File: src/rtl/segway_pkg.sv
// Shared definitions for the motor drive stage: PWM width, period end value
// and the per-channel drive state.
package segway_pkg;

    localparam int PWM_W = 11;
    localparam logic [PWM_W-1:0] PWM_MAX = 11'h7FF;

    // RUN drives the selected leg from the duty compare; DEAD holds both legs low
    typedef enum logic {
        RUN  = 1'b0,
        DEAD = 1'b1
    } chan_state_t;

endpackage

File: src/rtl/mtr_chan.sv
// One H-bridge channel: captures duty/direction at period boundaries, runs
// the RUN/DEAD state machine and registers the forward/reverse leg drives.
module mtr_chan
    import segway_pkg::*;
#(
    parameter int DEAD_CYC = 32
) (
    input  logic             clk,
    input  logic             rst_n,
    input  logic [PWM_W-1:0] cnt,
    input  logic             bnd,
    input  logic [PWM_W-1:0] spd,
    input  logic             rev,
    output logic             pwm_frwrd,
    output logic             pwm_rev
);

    // Last dead-counter value before returning to RUN
    localparam logic [PWM_W-1:0] DEAD_LAST = PWM_W'(DEAD_CYC - 1);

    logic [PWM_W-1:0] duty_q;
    logic             rev_cap;
    logic             rev_act;
    chan_state_t      state;
    logic [PWM_W-1:0] dcnt;
    logic             pwm;

    // Raw PWM: unsigned compare against the captured duty, gated off in DEAD
    assign pwm = (cnt < duty_q) && (state == RUN);

    // Duty and requested direction are sampled only on the period boundary
    always_ff @(posedge clk or negedge rst_n) begin
        if (!rst_n) begin
            duty_q  <= '0;
            rev_cap <= 1'b0;
        end else if (bnd) begin
            duty_q  <= spd;
            rev_cap <= rev;
        end
    end

    // Direction FSM with dead interval, plus registered leg drives
    always_ff @(posedge clk or negedge rst_n) begin
        if (!rst_n) begin
            state     <= RUN;
            dcnt      <= '0;
            rev_act   <= 1'b0;
            pwm_frwrd <= 1'b0;
            pwm_rev   <= 1'b0;
        end else begin
            // rev_act only changes while DEAD forces pwm low, so the legs
            // can never both be high
            pwm_frwrd <= pwm && !rev_act;
            pwm_rev   <= pwm && rev_act;
            case (state)
                RUN: begin
                    if (bnd && (rev != rev_act)) begin
                        state <= DEAD;
                        dcnt  <= '0;
                    end
                end
                DEAD: begin
                    dcnt <= dcnt + PWM_W'(1);
                    if (dcnt == DEAD_LAST) begin
                        state   <= RUN;
                        rev_act <= rev_cap;
                    end
                end
                default: state <= RUN;
            endcase
        end
    end

endmodule

File: src/rtl/mtr_drv.sv
// Motor drive top: one free-running PWM counter shared by the left and right
// H-bridge channels, with a boundary strobe at the end of each period.
module mtr_drv
    import segway_pkg::*;
#(
    parameter int DEAD_CYC = 32
) (
    input  logic             clk,
    input  logic             rst_n,
    input  logic [PWM_W-1:0] lft_spd,
    input  logic             lft_rev,
    input  logic [PWM_W-1:0] rght_spd,
    input  logic             rght_rev,
    output logic             PWM_frwrd_lft,
    output logic             PWM_rev_lft,
    output logic             PWM_frwrd_rght,
    output logic             PWM_rev_rght
);

    logic [PWM_W-1:0] cnt;
    logic             bnd;

    // Free-running period counter, wraps naturally at PWM_MAX
    always_ff @(posedge clk or negedge rst_n) begin
        if (!rst_n) begin
            cnt <= '0;
        end else begin
            cnt <= cnt + PWM_W'(1);
        end
    end

    assign bnd = (cnt == PWM_MAX);

    mtr_chan #(
        .DEAD_CYC (DEAD_CYC)
    ) u_lft (
        .clk       (clk),
        .rst_n     (rst_n),
        .cnt       (cnt),
        .bnd       (bnd),
        .spd       (lft_spd),
        .rev       (lft_rev),
        .pwm_frwrd (PWM_frwrd_lft),
        .pwm_rev   (PWM_rev_lft)
    );

    mtr_chan #(
        .DEAD_CYC (DEAD_CYC)
    ) u_rght (
        .clk       (clk),
        .rst_n     (rst_n),
        .cnt       (cnt),
        .bnd       (bnd),
        .spd       (rght_spd),
        .rev       (rght_rev),
        .pwm_frwrd (PWM_frwrd_rght),
        .pwm_rev   (PWM_rev_rght)
    );

endmodule

File: config.mk
export PLATFORM = sky130hd
export DESIGN_NAME = mtr_drv
export DESIGN_NICKNAME = d
export VERILOG_FILES = /design/src/rtl/segway_pkg.sv /design/src/rtl/mtr_chan.sv /design/src/rtl/mtr_drv.sv
export SDC_FILE = /design/constraint.sdc
export NUM_CORES = 1
export LEC_CHECK = 0
export CORE_UTILIZATION = 23
export DETAILED_ROUTE_END_ITERATION = 16
export DONT_BUFFER_PORTS = 1
export MAX_ROUTING_LAYER = met4
export PLACE_DENSITY = 0.39
export SKIP_CTS_REPAIR_TIMING = 1
export SYNTH_ARGS = -nofsm -noshare
export SYNTH_HDL_FRONTEND = slang
export SYNTH_HIERARCHICAL = 1
export SYNTH_SLANG_ARGS = --single-unit
File: constraint.sdc
create_clock -name clk -period 4.1 [get_ports clk]
set_clock_uncertainty 0.1 [all_clocks]
set_input_delay 0.82 -clock clk [delete_from_list [all_inputs] [get_ports clk]]
set_output_delay 0.82 -clock clk [all_outputs]
set_load 0.005 [all_outputs]
; Word level (Yosys, flattened, before mapping)
; Cells that the tools add are included.
; W data, S select, Z words.
[word_totals]
regBits = 65
word_cells = 51
output_inout_bits = 4
input_bits = 26
[classes]
n_bitwise = 2
n_lt_le_gt_ge = 2
mux = 10
n_eq_ne = 7
reduce_logical = 12
add_sub_neg = 3
[ops]
columns = op, count
row1 = $pmux W11 S2, 2
row2 = $add A11 B1 Y11 const B, 3
row3 = $eq A11 B5 Y1 const B, 2
row4 = $lt A11 B11 Y1, 2
row5 = $mux W11, 2
row6 = $eq A11 B11 Y1 const B, 1
row7 = $logic_and A1 B1 Y1, 8
row8 = $mux W1, 4
row9 = $ne A2 B2 Y1 const B, 2
row10 = $pmux W1 S2, 2
row11 = $reduce_and A2 Y1, 2
row12 = $logic_not A1 Y1, 2
row13 = $ne A1 B1 Y1, 2
row14 = $not A1 Y1, 2

; Depth between registers and ports, before layout
[logic_depth]
word_depth = 4
depth_mapped = 7
depth_no_buf = 7

; Cells and area by module
; Netlist, hierarchy kept.
[by_module_without_submodules]
columns = mod, seq_area_each_um2, cells_per_inst, n_inst, area_per_inst_um2
row1 = mtr_chan, 675.6, 136, 2, 1365.1
row2 = mtr_drv, 275.3, 39, 1, 478.0

; Least setup slack after synthesis
; No wires, ideal clock.
[synth_timing]
path_kind = reg2reg
startpoint = reg cnt[1]
endpoint = reg u_lft.dcnt[5]
arrival_ps = 1763
slack_ps = 2111
synth_period_minus_slack_ps = 1989
stages_incl_launch_ff = 7
setup_ps = 126
n_path_buf = 0
t_required_ps = 3874
path_cell_list = dfrtp_1 -> ha_1 -> nand2_1 -> nor4_4 -> and2_2 -> a21oi_1 -> a221o_1
[synth_between]
elab_chain_len = 3
[synth_lines]
columns = item, line_no
row1 = from (decl), mtr_drv.sv:20  ; logic [PWM_W-1:0] cnt;
row2 = from (signal assigned), mtr_drv.sv:28  ; cnt <= cnt + PWM_W'(1);
row3 = $eq A11 B11 Y1, mtr_drv.sv:32  ; assign bnd = (cnt == PWM_MAX);
row4 = via bnd, mtr_drv.sv:21  ; logic bnd;
row5 = $logic_and A1 B1 Y1, mtr_chan.sv:57  ; if (bnd && (rev != rev_act)) begin
row6 = $ne A2 B2 Y1 (no line), n/a
row7 = to (signal assigned), mtr_chan.sv:63  ; dcnt <= dcnt + PWM_W'(1);
row8 = to (decl), mtr_chan.sv:25  ; logic [PWM_W-1:0] dcnt;
; The timed path passes the listed nets, and every way through them passes these cells.
; A chain may end at the register's enable or synchronous reset.

; Worst setup path after layout
[layout_timing]
startpoint = reg cnt[1]
endpoint = reg u_rght.duty_q[0]
[layout_between]
elab_chain_len = 1
[layout_lines]
columns = item, line_no
row1 = $eq A11 B11 Y1, mtr_drv.sv:32
row2 = via bnd, mtr_drv.sv:21
row3 = to (signal assigned), mtr_chan.sv:37  ; duty_q <= spd;
row4 = to (decl), mtr_chan.sv:21  ; logic [PWM_W-1:0] duty_q;
; The timed path passes the listed nets, and every way through them passes these cells.

==> results <==
- The run finished with clean final reports.
- The detailed router put a total of 3.66 mm of wire on met1.
- After layout, the design draws a total of ~1400 µW.
- The fraction of the cycle the final worst path needs is 0.597.
- The routed design uses between 2 and 3 mm of met2 wire.
- Of the total power, the share spent switching nets is 0.198.
- The worst ir drop on vdd is between 0.15 and 0.2 mV.
- The worst setup path is captured at a register.
- The remaining number of nets flagged by the antenna check after routing is 0.
- The final weighted congestion in routability-driven placement is 0.701.
- The total negative slack for setup checks is 0 ns.
- The total count of hold-check failures in the final report is 0.
- TritonCTS created 9 clock buffers.
- The pre-CTS setup slack is approximately 1.6 ns.
- The CTS tree is yes.
- Dividing the detail-routed via count by the number of cells gives roughly 4.5.
- The via count of the routed design is 2230.
- The floorplan has 42 rows.
- In the final routed layout, each cell accounts on average for roughly 13 µm.
- The detailed router finished its first iteration with 81 violations.
- The number of antenna violations at the first check in global routing is 0.
- The die covers 0.0144 mm².
- The synthesized netlist occupies a cell area of 0.00321 mm².
- Setup repair after global routing left no endpoint under its margin.
- After routing the design area is roughly 0.0037 mm².
- The maximum count of clock buffers along a single path is 2.
- Setup violations remaining at the end of the flow were counted as 0.
- The topmost layer with routed signal wires is met4.
- The placeable core region is roughly 0.013 mm².
- The layout cell share with drive strength beyond 1 is 0.0714.
- The arrival time of data at the critical path endpoint is between 2 and 3 ns.
- The total global-route track usage is 0.103.
- The worst-case hold slack is slightly below 0.09 ns.
- The first-pass iteration count of the detailed router is 4.
- The I/O pin total is 30.
- The count of input and output buffers is 0.
- After detailed placement, the total cell area comes to approximately 0.0034 mm².
- The logic depth of the worst register-to-register path is 6.
- Counting every sink on the clock net gives 65.
- The most used flip-flop cell after synthesis is sky130_fd_sc_hd__dfrtp_1.
- The tightest min-delay check is of the input pin to async pin type.
- The worst slew margin relative to its limit is 0.624.
- The final-report max-slew violation count is 0.
- The share of the Yosys chip area taken by registers is 0.507.
- The routed design could run at a clock period as short as about 2.4 ns.
- The initial standard-cell utilization of the core is 0.239.
- The internal power is between 1000 and 1500 µW.
- The async set-or-reset flop fraction in the synthesized netlist is 1.00.
- Entering global routing, the biggest net connects between 60 and 70 pins.
- A synthesized cell averages slightly above 10 µm².
- The worst setup path is launched from a register.
- The detailed-routed wire length on met3 is approximately 170 µm.
- The final worst setup slack is between 1.5 and 2 ns.
- The first global-routing pass estimated 11.3 mm of wire.
- In this run the critical register-to-register path is launched from cnt[1].
- In this run the vertical extent of the chip is around 120 µm.
- The global-route congestion overflow total is 0.
- Data on the critical path is required at its endpoint by 4.21 ns.
- The setup slack of the most critical reg-to-reg path is about 1.7 ns.
- After clock tree synthesis, the clock-pin slew on the worst setup and hold paths is around 0.06 ns.
- The flip-flop and latch count after synthesis is 65.
- The number of synthesized flops with an enable pin is 0.
- At the end of the flow, the number of nets in the layout was between 300 and 400.
- In this run the static leakage power is ~0.0017 µW.
- The fmax is between 0.4 and 0.5 GHz.
- The reported max-cap violation count is 0.
- The post-synth net total is 360.
- The number of antenna diodes in the final layout is 0.
- The total detailed-routing wirelength is 6.56 mm.
- The synthesized netlist contains 35 unique library cells.
- Detailed placement finished with a half-perimeter wire length of 4.61 mm.
- In the synthesized netlist, the number of instances is around 310.
- The switching power is 275 µW.
- The setup path with the least slack is of type register to register.
- The share of total power dissipated in the clock network is 0.536.
- The most critical setup path has its startpoint at cnt[1].
- The number of global-route vias before repair is ~2200.
- Of the total power, registers draw 0.464.
- The slew at the pin with the worst max-slew slack is between 0.5 and 0.6 ns.
- The biggest fanout along the worst timing path is 28.
- The relative area change from synthesis to final layout is 15.4%.
- The most common cell after layout, fill and taps aside is sky130_fd_sc_hd__dfrtp_1.
- The Yosys step of the flow raised 6 warnings.
- Power spread over the standard cell area amounts to roughly 370 mW/mm².
- At the later pin of the worst-skew pair, clock insertion delay measures between 0.3 and 0.4 ns.
- Measured along the x axis, the die boundary spans 120 µm.
- The combinational fraction of design power is 0.001.
- The clock tree synthesis step divided the H-tree into 3 levels.
- The remaining design rule violation count is 0.
- The cell at the root of the clock tree is sky130_fd_sc_hd__clkbuf_16.
- In the layout the commonest cells are sky130_fd_sc_hd__dfrtp_1 (65), sky130_fd_sc_hd__nand2_1 (35), sky130_fd_sc_hd__o21ai_1 (30).
-- kinds of logic (layout without fill, tap and decap cells) --
| family | Yosys count | after routing | synth area share |
|---|---|---|---|
| flops | 65 | 65 | 0.507 |
| xor+xnor | 11 | 11 | 0.0300 |
| buf+inv | 31 | 42 | 0.0363 |
| compound gates | 68 | 68 | 0.130 |
| simple gates | 103 | 103 | 0.172 |
| fa+ha+maj | 23 | 23 | 0.0897 |
| mux | 10 | 10 | 0.0343 |
-- Yosys cell counts, types with 4 or more instances --
| cell | count | area [µm²] |
|---|---|---|
| sky130_fd_sc_hd__o211ai_1 | 8 | 60.1 |
| sky130_fd_sc_hd__nor3_1 | 5 | 25.0 |
| sky130_fd_sc_hd__nor2_1 | 8 | 30.0 |
| sky130_fd_sc_hd__clkbuf_1 | 6 | 22.5 |
| sky130_fd_sc_hd__a21oi_1 | 12 | 60.1 |
| sky130_fd_sc_hd__xnor2_1 | 4 | 35.0 |
| sky130_fd_sc_hd__nand3_1 | 20 | 100 |
| sky130_fd_sc_hd__nand2_1 | 35 | 131 |
| sky130_fd_sc_hd__ha_1 | 23 | 288 |
| sky130_fd_sc_hd__mux2_1 | 6 | 67.6 |
| sky130_fd_sc_hd__nand4_1 | 10 | 62.6 |
| sky130_fd_sc_hd__o31ai_1 | 8 | 60.1 |
| sky130_fd_sc_hd__dfrtp_1 | 65 | 1630 |
| sky130_fd_sc_hd__inv_1 | 25 | 93.8 |
| sky130_fd_sc_hd__and3_1 | 4 | 25.0 |
| sky130_fd_sc_hd__nor2b_1 | 4 | 25.0 |
| sky130_fd_sc_hd__o21ai_1 | 30 | 150 |
| sky130_fd_sc_hd__xor2_1 | 7 | 61.3 |
-- state kept, by name, summed over array words and instances, names as in the netlist, 11 cells and up --
signal and count:
u_rght/duty_q 11, u_lft/dcnt 11, cnt 11, u_lft/duty_q 11, u_rght/dcnt 11
-- metal layers --
| layer | up-vias | global-route usage |
|---|---|---|
| met5 | - | - |
| met4 | 0 | 0.0516 |
| met3 | 5 | 0.0200 |
| met2 | 32 | 0.135 |
| met1 | 1062 | 0.149 |
| li1 | 1131 | - |
-- worst max-delay path: stages (launching register included) --
cell                      delay (ns)
sky130_fd_sc_hd__dfrtp_1        0.44
sky130_fd_sc_hd__ha_1           0.24
sky130_fd_sc_hd__nand2_1        0.13
sky130_fd_sc_hd__nor4_4         0.26
sky130_fd_sc_hd__and2_2         0.44
sky130_fd_sc_hd__buf_4          0.36
sky130_fd_sc_hd__mux2_1         0.35
-- through the flow --
stage               std cells   util
detailed placement        482  0.255
CTS                       498  0.276
floorplan                 311      -
global route              498  0.276
global placement          482  0.255
finish                    498  0.276
-- final cells by class --
type,count,area [µm²]
sequential,65,1630
fill,1415,9700
clock buffer,10,229
multi-input combinational,215,1470
clock inverter,6,58.8
tap,176,220
inverter,25,93.8
timing repair buffer,1,7.51
-- power by group through the flow --
stage               sequential [µW]  clock, µW  combinational (µW)
finish                          642        741               0.901
CTS                             642        768               0.899
floorplan                       653          0               0.807
detailed placement              653          0               0.889
global placement                653          0               0.876
global route                    641        791                1.08
-- worst paths after layout --
kind,end
max in group asynchronous,u_lft/dcnt[0]
hold reg to reg,u_rght/dcnt[10]
setup / recovery,u_rght/duty_q[0]
hold / removal,u_rght/duty_q[2]
setup reg to reg,u_rght/duty_q[0]
min in group clk,u_rght/dcnt[10]
No activity file was read; power rests on OpenSTA's default activity.
